**src/rtl/unison_capture_pkg.sv**
```systemverilog
// Shared types and constants for the unison readout capture block.
// Sample, word and length widths plus the capture FSM state encoding.
package unison_capture_pkg;

    localparam int NIB_W            = 4;
    localparam int WORD_W           = 32;
    localparam int SAMPLES_PER_WORD = 8;
    localparam int LEN_W            = 16;
    localparam int IDX_W            = 3;

    typedef enum logic [1:0] {
        ST_IDLE    = 2'd0,
        ST_CAPTURE = 2'd1,
        ST_DONE    = 2'd2
    } state_t;

endpackage

```
**src/rtl/unison_sync_fifo.sv**
```systemverilog
// Single-clock show-ahead FIFO for packed readout words.
// A push into a full FIFO is accepted only when a pop happens on the same edge.
module unison_sync_fifo #(
    parameter int DEPTH  = 8,
    parameter int WORD_W = 32,
    parameter int AW     = $clog2(DEPTH)
) (
    input  logic              clk,
    input  logic              rstb,
    input  logic              push,
    input  logic [WORD_W-1:0] push_data,
    input  logic              pop,
    output logic [WORD_W-1:0] rd_data,
    output logic              empty,
    output logic              full,
    output logic [AW:0]       level
);

    logic [WORD_W-1:0] mem [DEPTH];
    logic [AW-1:0]     wptr;
    logic [AW-1:0]     rptr;
    logic              wr;
    logic              rd;

    assign empty   = (level == '0);
    assign full    = (level == (AW+1)'(DEPTH));
    assign rd      = pop && !empty;
    assign wr      = push && (!full || rd);
    assign rd_data = empty ? '0 : mem[rptr];

    // Storage write; suppressed on a reset edge so nothing lands.
    always_ff @(posedge clk) begin
        if (rstb && wr) begin
            mem[wptr] <= push_data;
        end
    end

    // Pointers wrap naturally at DEPTH; level tracks net push/pop.
    always_ff @(posedge clk) begin
        if (!rstb) begin
            wptr  <= '0;
            rptr  <= '0;
            level <= '0;
        end else begin
            if (wr) begin
                wptr <= wptr + AW'(1);
            end
            if (rd) begin
                rptr <= rptr + AW'(1);
            end
            unique case ({wr, rd})
                2'b10:   level <= level + (AW+1)'(1);
                2'b01:   level <= level - (AW+1)'(1);
                default: level <= level;
            endcase
        end
    end

endmodule

```
**src/rtl/unison_readout_capture.sv**
```systemverilog
// Captures I/Q readout nibbles from one digital_unison instance,
// packs eight per 32-bit word and queues the words for the host.
module unison_readout_capture #(
    parameter int DEPTH            = 8,
    parameter int SAMPLES_PER_WORD = 8
) (
    input  logic        clk_master,
    input  logic        rstb,
    input  logic        start,
    input  logic [15:0] capture_len,
    input  logic [1:0]  read_out_I,
    input  logic [1:0]  read_out_Q,
    input  logic        rd_en,
    output logic [31:0] rd_data,
    output logic        rd_valid,
    output logic        busy,
    output logic        done,
    output logic        overflow,
    output logic [4:0]  level
);

    import unison_capture_pkg::*;

    localparam int AW = $clog2(DEPTH);
    localparam int SH_W = WORD_W - NIB_W;
    localparam logic [IDX_W-1:0] LAST_IDX = IDX_W'(SAMPLES_PER_WORD - 1);

    state_t            state;
    logic [LEN_W-1:0]  len_q;
    logic [LEN_W-1:0]  word_cnt;
    logic [LEN_W-1:0]  cnt_next;
    logic [IDX_W-1:0]  samp_idx;
    logic [SH_W-1:0]   shreg;
    logic [NIB_W-1:0]  nib;
    logic [WORD_W-1:0] push_word;
    logic              capturing;
    logic              start_ok;
    logic              word_done;
    logic              pop;
    logic              fifo_full;
    logic              fifo_empty;
    logic [AW:0]       fifo_level;

    assign nib       = {read_out_I, read_out_Q};
    assign capturing = (state == ST_CAPTURE);
    assign start_ok  = start && !capturing;
    assign word_done = capturing && (samp_idx == LAST_IDX);
    assign push_word = {nib, shreg};
    assign cnt_next  = word_cnt + LEN_W'(1);
    assign pop       = rd_en && !fifo_empty;

    assign rd_valid = !fifo_empty;
    assign busy     = capturing;
    assign done     = (state == ST_DONE);
    assign level    = 5'(fifo_level);

    // Capture FSM and nibble packer; newest nibble enters at the top.
    always_ff @(posedge clk_master) begin
        if (!rstb) begin
            state    <= ST_IDLE;
            len_q    <= '0;
            word_cnt <= '0;
            samp_idx <= '0;
            shreg    <= '0;
            overflow <= 1'b0;
        end else if (start_ok) begin
            len_q    <= capture_len;
            word_cnt <= '0;
            samp_idx <= '0;
            shreg    <= '0;
            overflow <= 1'b0;
            state    <= (capture_len == '0) ? ST_DONE : ST_CAPTURE;
        end else if (capturing) begin
            samp_idx <= samp_idx + IDX_W'(1);
            if (word_done) begin
                shreg    <= '0;
                word_cnt <= cnt_next;
                if (fifo_full && !pop) begin
                    overflow <= 1'b1;
                end
                if (cnt_next == len_q) begin
                    state <= ST_DONE;
                end
            end else begin
                shreg <= {nib, shreg[SH_W-1:NIB_W]};
            end
        end
    end

    unison_sync_fifo #(
        .DEPTH  (DEPTH),
        .WORD_W (WORD_W)
    ) u_fifo (
        .clk       (clk_master),
        .rstb      (rstb),
        .push      (word_done),
        .push_data (push_word),
        .pop       (pop),
        .rd_data   (rd_data),
        .empty     (fifo_empty),
        .full      (fifo_full),
        .level     (fifo_level)
    );

endmodule

```
**config.mk**
```make
export PLATFORM = sky130hd
export DESIGN_NAME = unison_readout_capture
export DESIGN_NICKNAME = d
export VERILOG_FILES = /design/src/rtl/unison_capture_pkg.sv /design/src/rtl/unison_sync_fifo.sv /design/src/rtl/unison_readout_capture.sv
export SDC_FILE = /design/constraint.sdc
export NUM_CORES = 1
export LEC_CHECK = 0
export CAP_MARGIN = 15
export CORE_MARGIN = 5
export CORE_UTILIZATION = 23
export CTS_CLUSTER_SIZE = 30
export DETAILED_ROUTE_END_ITERATION = 6
export PLACE_DENSITY_LB_ADDON = 0.12
export SETUP_SLACK_MARGIN = 0.1
export SLEW_MARGIN = 15
export SYNTH_ARGS = -nofsm -noshare
export SYNTH_HDL_FRONTEND = slang
export SYNTH_SLANG_ARGS = --single-unit
```
**constraint.sdc**
```tcl
create_clock -name clk_master -period 7.92 [get_ports clk_master]
set_clock_uncertainty 0.05 [all_clocks]
set_input_delay 0.792 -clock clk_master [delete_from_list [all_inputs] [get_ports clk_master]]
set_output_delay 0.792 -clock clk_master [all_outputs]
set_load 0.02 [all_outputs]
```
==> impl_results.html <==
<table>
<tr><th>Metric</th><th>Value</th></tr>
<tr><th colspan="2">Logic synthesis</th></tr>
<tr><td>Number of synthesized flops with an enable pin</td><td>between 200 and 300</td></tr>
<tr><td>Avg Cell Area, Syn</td><td>roughly 15 um^2</td></tr>
<tr><td>Top cell type's share of synthesized area</td><td>between 50 and 60%</td></tr>
<tr><td>Leading register cell type out of synthesis</td><td>sky130_fd_sc_hd__edfxtp_1</td></tr>
<tr><td>Part of the Yosys area used for sequential elements</td><td>about 70%</td></tr>
<tr><td>Post-Syn Nets</td><td>between 800 and 900</td></tr>
<tr><td>Total number of yosys warnings</td><td>0</td></tr>
<tr><td>Post-synthesis register bit count</td><td>335</td></tr>
<tr><td>Number of standard cells after synthesis</td><td>861</td></tr>
<tr><td>Post-synthesis instance area</td><td>roughly 13000 um^2</td></tr>
<tr><td>Top post-synthesis cells by area</td><td>sky130_fd_sc_hd__edfxtp_1 (58%), sky130_fd_sc_hd__dfxtp_1 (12%), sky130_fd_sc_hd__mux4_2 (11%)</td></tr>
<tr><td>Cell type with the highest aggregate area in the netlist</td><td>sky130_fd_sc_hd__edfxtp_1</td></tr>
<tr><td>Share of flip-flops with an asynchronous set or reset after synthesis</td><td>0%</td></tr>
<tr><td>Number of distinct library cells after synthesis</td><td>44</td></tr>
<tr><th colspan="2">STA</th></tr>
<tr><td>Ratio of final minimum period to clock period</td><td>a little under three fifths</td></tr>
<tr><td>Final worst setup slack</td><td>~3400 ps</td></tr>
<tr><td>Post-route setup TNS</td><td>0 ps</td></tr>
<tr><td>Min cycle time layout</td><td>between 4000 and 5000 ps</td></tr>
<tr><td>Finish-stage setup viols</td><td>0</td></tr>
<tr><td>Worst Tran Pin Value</td><td>806 ps</td></tr>
<tr><td>Fmax</td><td>around 0.22 GHz</td></tr>
<tr><td>Max-slew violation count</td><td>0</td></tr>
<tr><td>Setup repair after global routing missed its margin</td><td>false</td></tr>
<tr><td>Worst slew slack as a fraction of its limit</td><td>between 40% and 50%</td></tr>
<tr><td>Hold Vio Cnt, Final</td><td>0</td></tr>
<tr><th colspan="2">Die</th></tr>
<tr><td>Core Box Area</td><td>around 57000 um^2</td></tr>
<tr><td>Initial core utilization</td><td>23.2%</td></tr>
<tr><td>Die footprint</td><td>about 63000 um^2</td></tr>
<tr><td>Horizontal extent of the die</td><td>~250 um</td></tr>
<tr><td>Number of placement rows</td><td>88</td></tr>
<tr><td>Io pins</td><td>65</td></tr>
<tr><td>Die extent in y</td><td>between 200 and 300 um</td></tr>
<tr><th colspan="2">Layout</th></tr>
<tr><td>Antenna diode instance count</td><td>0</td></tr>
<tr><td>Fin nets</td><td>approximately 960</td></tr>
<tr><td>Layout cells sized above 1</td><td>between 10% and 20%</td></tr>
<tr><td>Cell area after layout</td><td>approximately 16000 um^2</td></tr>
<tr><td>FF/Latch Area</td><td>~9300 um^2</td></tr>
<tr><td>Fin util</td><td>around 28%</td></tr>
<tr><td>Area of combinational cells with multiple inputs</td><td>3850 um^2</td></tr>
<tr><td>Filler Cell Count</td><td>5813</td></tr>
<tr><td>Synth-to-layout area growth</td><td>21.4%</td></tr>
<tr><th colspan="2">Setup path</th></tr>
<tr><td>Crit-path slowest cell</td><td>sky130_fd_sc_hd__dfxtp_4</td></tr>
<tr><td>Worst path buffer plus inverter count</td><td>2</td></tr>
<tr><td>Worst setup path class</td><td>register to output pin</td></tr>
<tr><td>Reg-to-reg startpoint</td><td>samp_idx[0]$_SDFFE_PP0P_</td></tr>
<tr><td>Crit start category</td><td>register</td></tr>
<tr><td>Worst path required time</td><td>roughly 7000 ps</td></tr>
<tr><td>Setup slack of the most critical reg-to-reg path</td><td>between 4000 and 5000 ps</td></tr>
<tr><td>Cells traversed along the worst timing path</td><td>buf_4, mux4_2, mux2i_1, nor2_1, clkdlybuf4s50_1</td></tr>
<tr><td>Worst Reg2Reg Path Length in Cells</td><td>8</td></tr>
<tr><td>Delay contributed by the slowest stage of the critical path</td><td>between 700 and 800 ps</td></tr>
<tr><td>Largest fanout of any net on the critical path</td><td>34</td></tr>
<tr><td>Arrival @ worst endpoint</td><td>3640 ps</td></tr>
<tr><td>Count of cell instances traversed by the critical path</td><td>5</td></tr>
<tr><td>Top delay family on crit path</td><td>buffers and inverters</td></tr>
<tr><td>CP Capture Type</td><td>output pin</td></tr>
<tr><th colspan="2">Route</th></tr>
<tr><td>Uppermost layer routed</td><td>met4</td></tr>
<tr><td>Post-detailed-route via-to-cell ratio</td><td>about 4.2</td></tr>
<tr><td>Final ANT Viol Nets</td><td>0</td></tr>
<tr><td>Avg WL per Cell</td><td>19.1 um</td></tr>
<tr><td>DR pass1 iterations</td><td>5</td></tr>
<tr><td>Via total after detailed routing</td><td>slightly above 7k</td></tr>
<tr><td>Met2 layer wire length in the routed design</td><td>15.8 mm</td></tr>
<tr><td>Wire length on met3</td><td>between 1 and 1.5 mm</td></tr>
<tr><td>Metal-1 WL</td><td>15.4 mm</td></tr>
<tr><td>Starting DRT DRC Count</td><td>roughly 450</td></tr>
<tr><td># DRC</td><td>0</td></tr>
<tr><td>Total routed wirelength</td><td>about 33 mm</td></tr>
<tr><th colspan="2">CTS</th></tr>
<tr><td>Clk_lat worst skew</td><td>roughly 550 ps</td></tr>
<tr><td>Clock sink count</td><td>roughly 340</td></tr>
<tr><td>TritonCTS Buffers</td><td>40</td></tr>
<tr><td>Post-CTS Setup Bufs</td><td>0</td></tr>
<tr><td>Maximum clock insertion buffer count</td><td>3</td></tr>
<tr><td>Post-cts sizing count</td><td>0</td></tr>
<tr><td>Post-CTS Hold Buffers</td><td>0</td></tr>
<tr><td>TritonCTS clock tree</td><td>done</td></tr>
<tr><td>Clock edge transition at the registers on the reported setup and hold paths</td><td>roughly 60 ps</td></tr>
<tr><td>H-tree lvl count</td><td>2</td></tr>
<tr><td>Clk Tree Root Cell</td><td>sky130_fd_sc_hd__clkbuf_16</td></tr>
<tr><th colspan="2">Power</th></tr>
<tr><td>Power Dens Cells</td><td>approximately 230 nW/um^2</td></tr>
<tr><td>Sequential fraction of design power</td><td>about half</td></tr>
<tr><td>Logic pwr share</td><td>2.3%</td></tr>
<tr><td>Switching pwr</td><td>~0.8 mW</td></tr>
<tr><td>Static leakage power</td><td>~4.8 nW</td></tr>
<tr><td>Internal power</td><td>around 3 mW</td></tr>
<tr><td>Peak VDD IR</td><td>about 0.13 mV</td></tr>
<tr><td>Sum of internal, switching and leakage power</td><td>3.78 mW</td></tr>
<tr><td>Power share of the clock group</td><td>~48%</td></tr>
<tr><td>Net switching share of the total power</td><td>20.6%</td></tr>
<tr><th colspan="2">GRT</th></tr>
<tr><td>Aggregate global-route resource usage</td><td>roughly a tenth</td></tr>
<tr><td>Global-route wire length before repair</td><td>a little over 50 mm</td></tr>
<tr><td>Residual overflow from global routing</td><td>0</td></tr>
<tr><td>Antenna violations before repair</td><td>0</td></tr>
<tr><td>Maximum number of pins on one net before global-route repair</td><td>39</td></tr>
<tr><td>Number of global-route vias before repair</td><td>around 8k</td></tr>
<tr><th colspan="2">Placement</th></tr>
<tr><td>Post-Place Worst Slack</td><td>~3900 ps</td></tr>
<tr><td>Quantity of I/O buffers inserted on ports</td><td>63</td></tr>
<tr><td>Hpwl dp</td><td>17.7 mm</td></tr>
<tr><td>Gpl congestion</td><td>0.688</td></tr>
<tr><td>Post-place instance area</td><td>roughly 15000 um^2</td></tr>
<tr><th colspan="2">Hold path</th></tr>
<tr><td>Type of the tightest min-delay check</td><td>register to register</td></tr>
<tr><td>Start point of the worst min-delay path</td><td>samp_idx[1]$_SDFFE_PP0P_</td></tr>
<tr><td>Number of cells traversed by the worst hold path</td><td>2</td></tr>
<tr><th colspan="2">Outcome</th></tr>
<tr><td>Run status</td><td>finished, final reports clean</td></tr>
<tr><th colspan="2">Run</th></tr>
<tr><td>Max cap viols</td><td>0</td></tr>
</table>
==> worst paths after layout <==
kind | endpoint
setup / recovery | rd_data[2]
hold / removal | samp_idx[1]$_SDFFE_PP0P_
setup reg to reg | u_fifo.mem[1][14]$_DFFE_PP_
hold reg to reg | samp_idx[1]$_SDFFE_PP0P_
==> logic make-up after synthesis <==
| logic type | after synthesis | share of synthesized area, % |
|---|---|---|
| other | 1 | 0.0282 |
| buffers and inverters | 60 | 1.90 |
| DFF | 335 | 69.6 |
| muxes | 98 | 13.4 |
| and+or+nand+nor | 244 | 8.42 |
| AOI/OAI and AO/OA | 68 | 2.72 |
| xor gates and xnor gates | 46 | 3.03 |
| adders and majority gates | 9 | 0.902 |
==> registers in the layout, summed over array words and instances (netlist names), named ones only <==
register      cells
len_q            16
overflow          1
samp_idx          3
shreg            28
state             2
u_fifo.level      4
u_fifo.mem      256
u_fifo.rptr       3
u_fifo.wptr       3
word_cnt         16
==> power by group through the flow <==
stage	combinational, mW	sequential, mW	clock, mW
6_report	0.0884	1.89	1.80
5_1_grt	0.0979	1.89	1.95
4_1_cts	0.0892	1.89	1.87
2_1_floorplan	0.0499	1.92	0
3_5_place_dp	0.0890	1.93	0
3_3_place_gp	0.0888	1.93	0
==> per-layer routing <==
metal	vias up	global-route usage (%)
met5	-	0
met4	0	2.79
met3	50	2.27
met2	110	17.4
met1	3673	14.0
li1	3381	-
==> synth_stat cells, types with 2 or more instances <==
library cell	n
sky130_fd_sc_hd__xor2_1	21
sky130_fd_sc_hd__nor4_1	7
sky130_fd_sc_hd__nor2b_1	2
sky130_fd_sc_hd__a21oi_1	55
sky130_fd_sc_hd__inv_1	8
sky130_fd_sc_hd__nor3b_1	11
sky130_fd_sc_hd__clkbuf_1	30
sky130_fd_sc_hd__a31oi_1	3
sky130_fd_sc_hd__ha_1	8
sky130_fd_sc_hd__xnor2_1	25
sky130_fd_sc_hd__dfxtp_1	79
sky130_fd_sc_hd__buf_2	13
sky130_fd_sc_hd__o21ai_1	2
sky130_fd_sc_hd__mux4_2	64
sky130_fd_sc_hd__nand4b_1	2
sky130_fd_sc_hd__nand4_1	10
sky130_fd_sc_hd__o21ai_0	3
sky130_fd_sc_hd__nand2b_1	2
sky130_fd_sc_hd__buf_1	6
sky130_fd_sc_hd__edfxtp_1	256
sky130_fd_sc_hd__nor2_1	73
sky130_fd_sc_hd__mux2i_1	34
sky130_fd_sc_hd__or3_1	5
sky130_fd_sc_hd__and2_1	4
sky130_fd_sc_hd__nor3_1	4
sky130_fd_sc_hd__nand2_1	102
sky130_fd_sc_hd__and4_1	3
sky130_fd_sc_hd__nand3b_1	3
sky130_fd_sc_hd__and3_1	4
sky130_fd_sc_hd__nand3_1	8
==> tightest hold or removal path, stage by stage (launching register included) <==
cell and delay (ps):
sky130_fd_sc_hd__dfxtp_1 310, sky130_fd_sc_hd__nand2_1 50, sky130_fd_sc_hd__a21oi_1 50
==> cells in the final DEF, fill, tap and decap left out, types with 8 or more instances in the layout <==
cell type / instances
sky130_fd_sc_hd__nor2_1: 71
sky130_fd_sc_hd__clkbuf_1: 15
sky130_fd_sc_hd__clkdlybuf4s50_1: 63
sky130_fd_sc_hd__buf_4: 15
sky130_fd_sc_hd__xor2_1: 21
sky130_fd_sc_hd__clkbuf_16: 41
sky130_fd_sc_hd__nand2_1: 102
sky130_fd_sc_hd__edfxtp_1: 256
sky130_fd_sc_hd__nand4_1: 10
sky130_fd_sc_hd__ha_1: 8
sky130_fd_sc_hd__a21oi_1: 55
sky130_fd_sc_hd__mux2i_1: 34
sky130_fd_sc_hd__nand3_1: 8
sky130_fd_sc_hd__mux4_2: 64
sky130_fd_sc_hd__inv_1: 8
sky130_fd_sc_hd__xnor2_1: 25
sky130_fd_sc_hd__dfxtp_1: 76
==> final cells by class <==
cell class                 count  area share [%]
tap                          765            5.92
multi-input combinational    466            23.8
sequential                   335            57.4
inverter                       9           0.209
clock inverter                11           0.704
clock buffer                  63            7.29
timing repair buffer          79            4.69
==> metrics by stage <==
step | hold slack [ps] | cells
4_1_cts | 414 | 1727
3_5_place_dp | 406 | 1653
3_3_place_gp | 397 | 1653
6_report | 415 | 1728
5_1_grt | 428 | 1728
2_1_floorplan | 390 | 861
(Power assumes the default switching activity.)
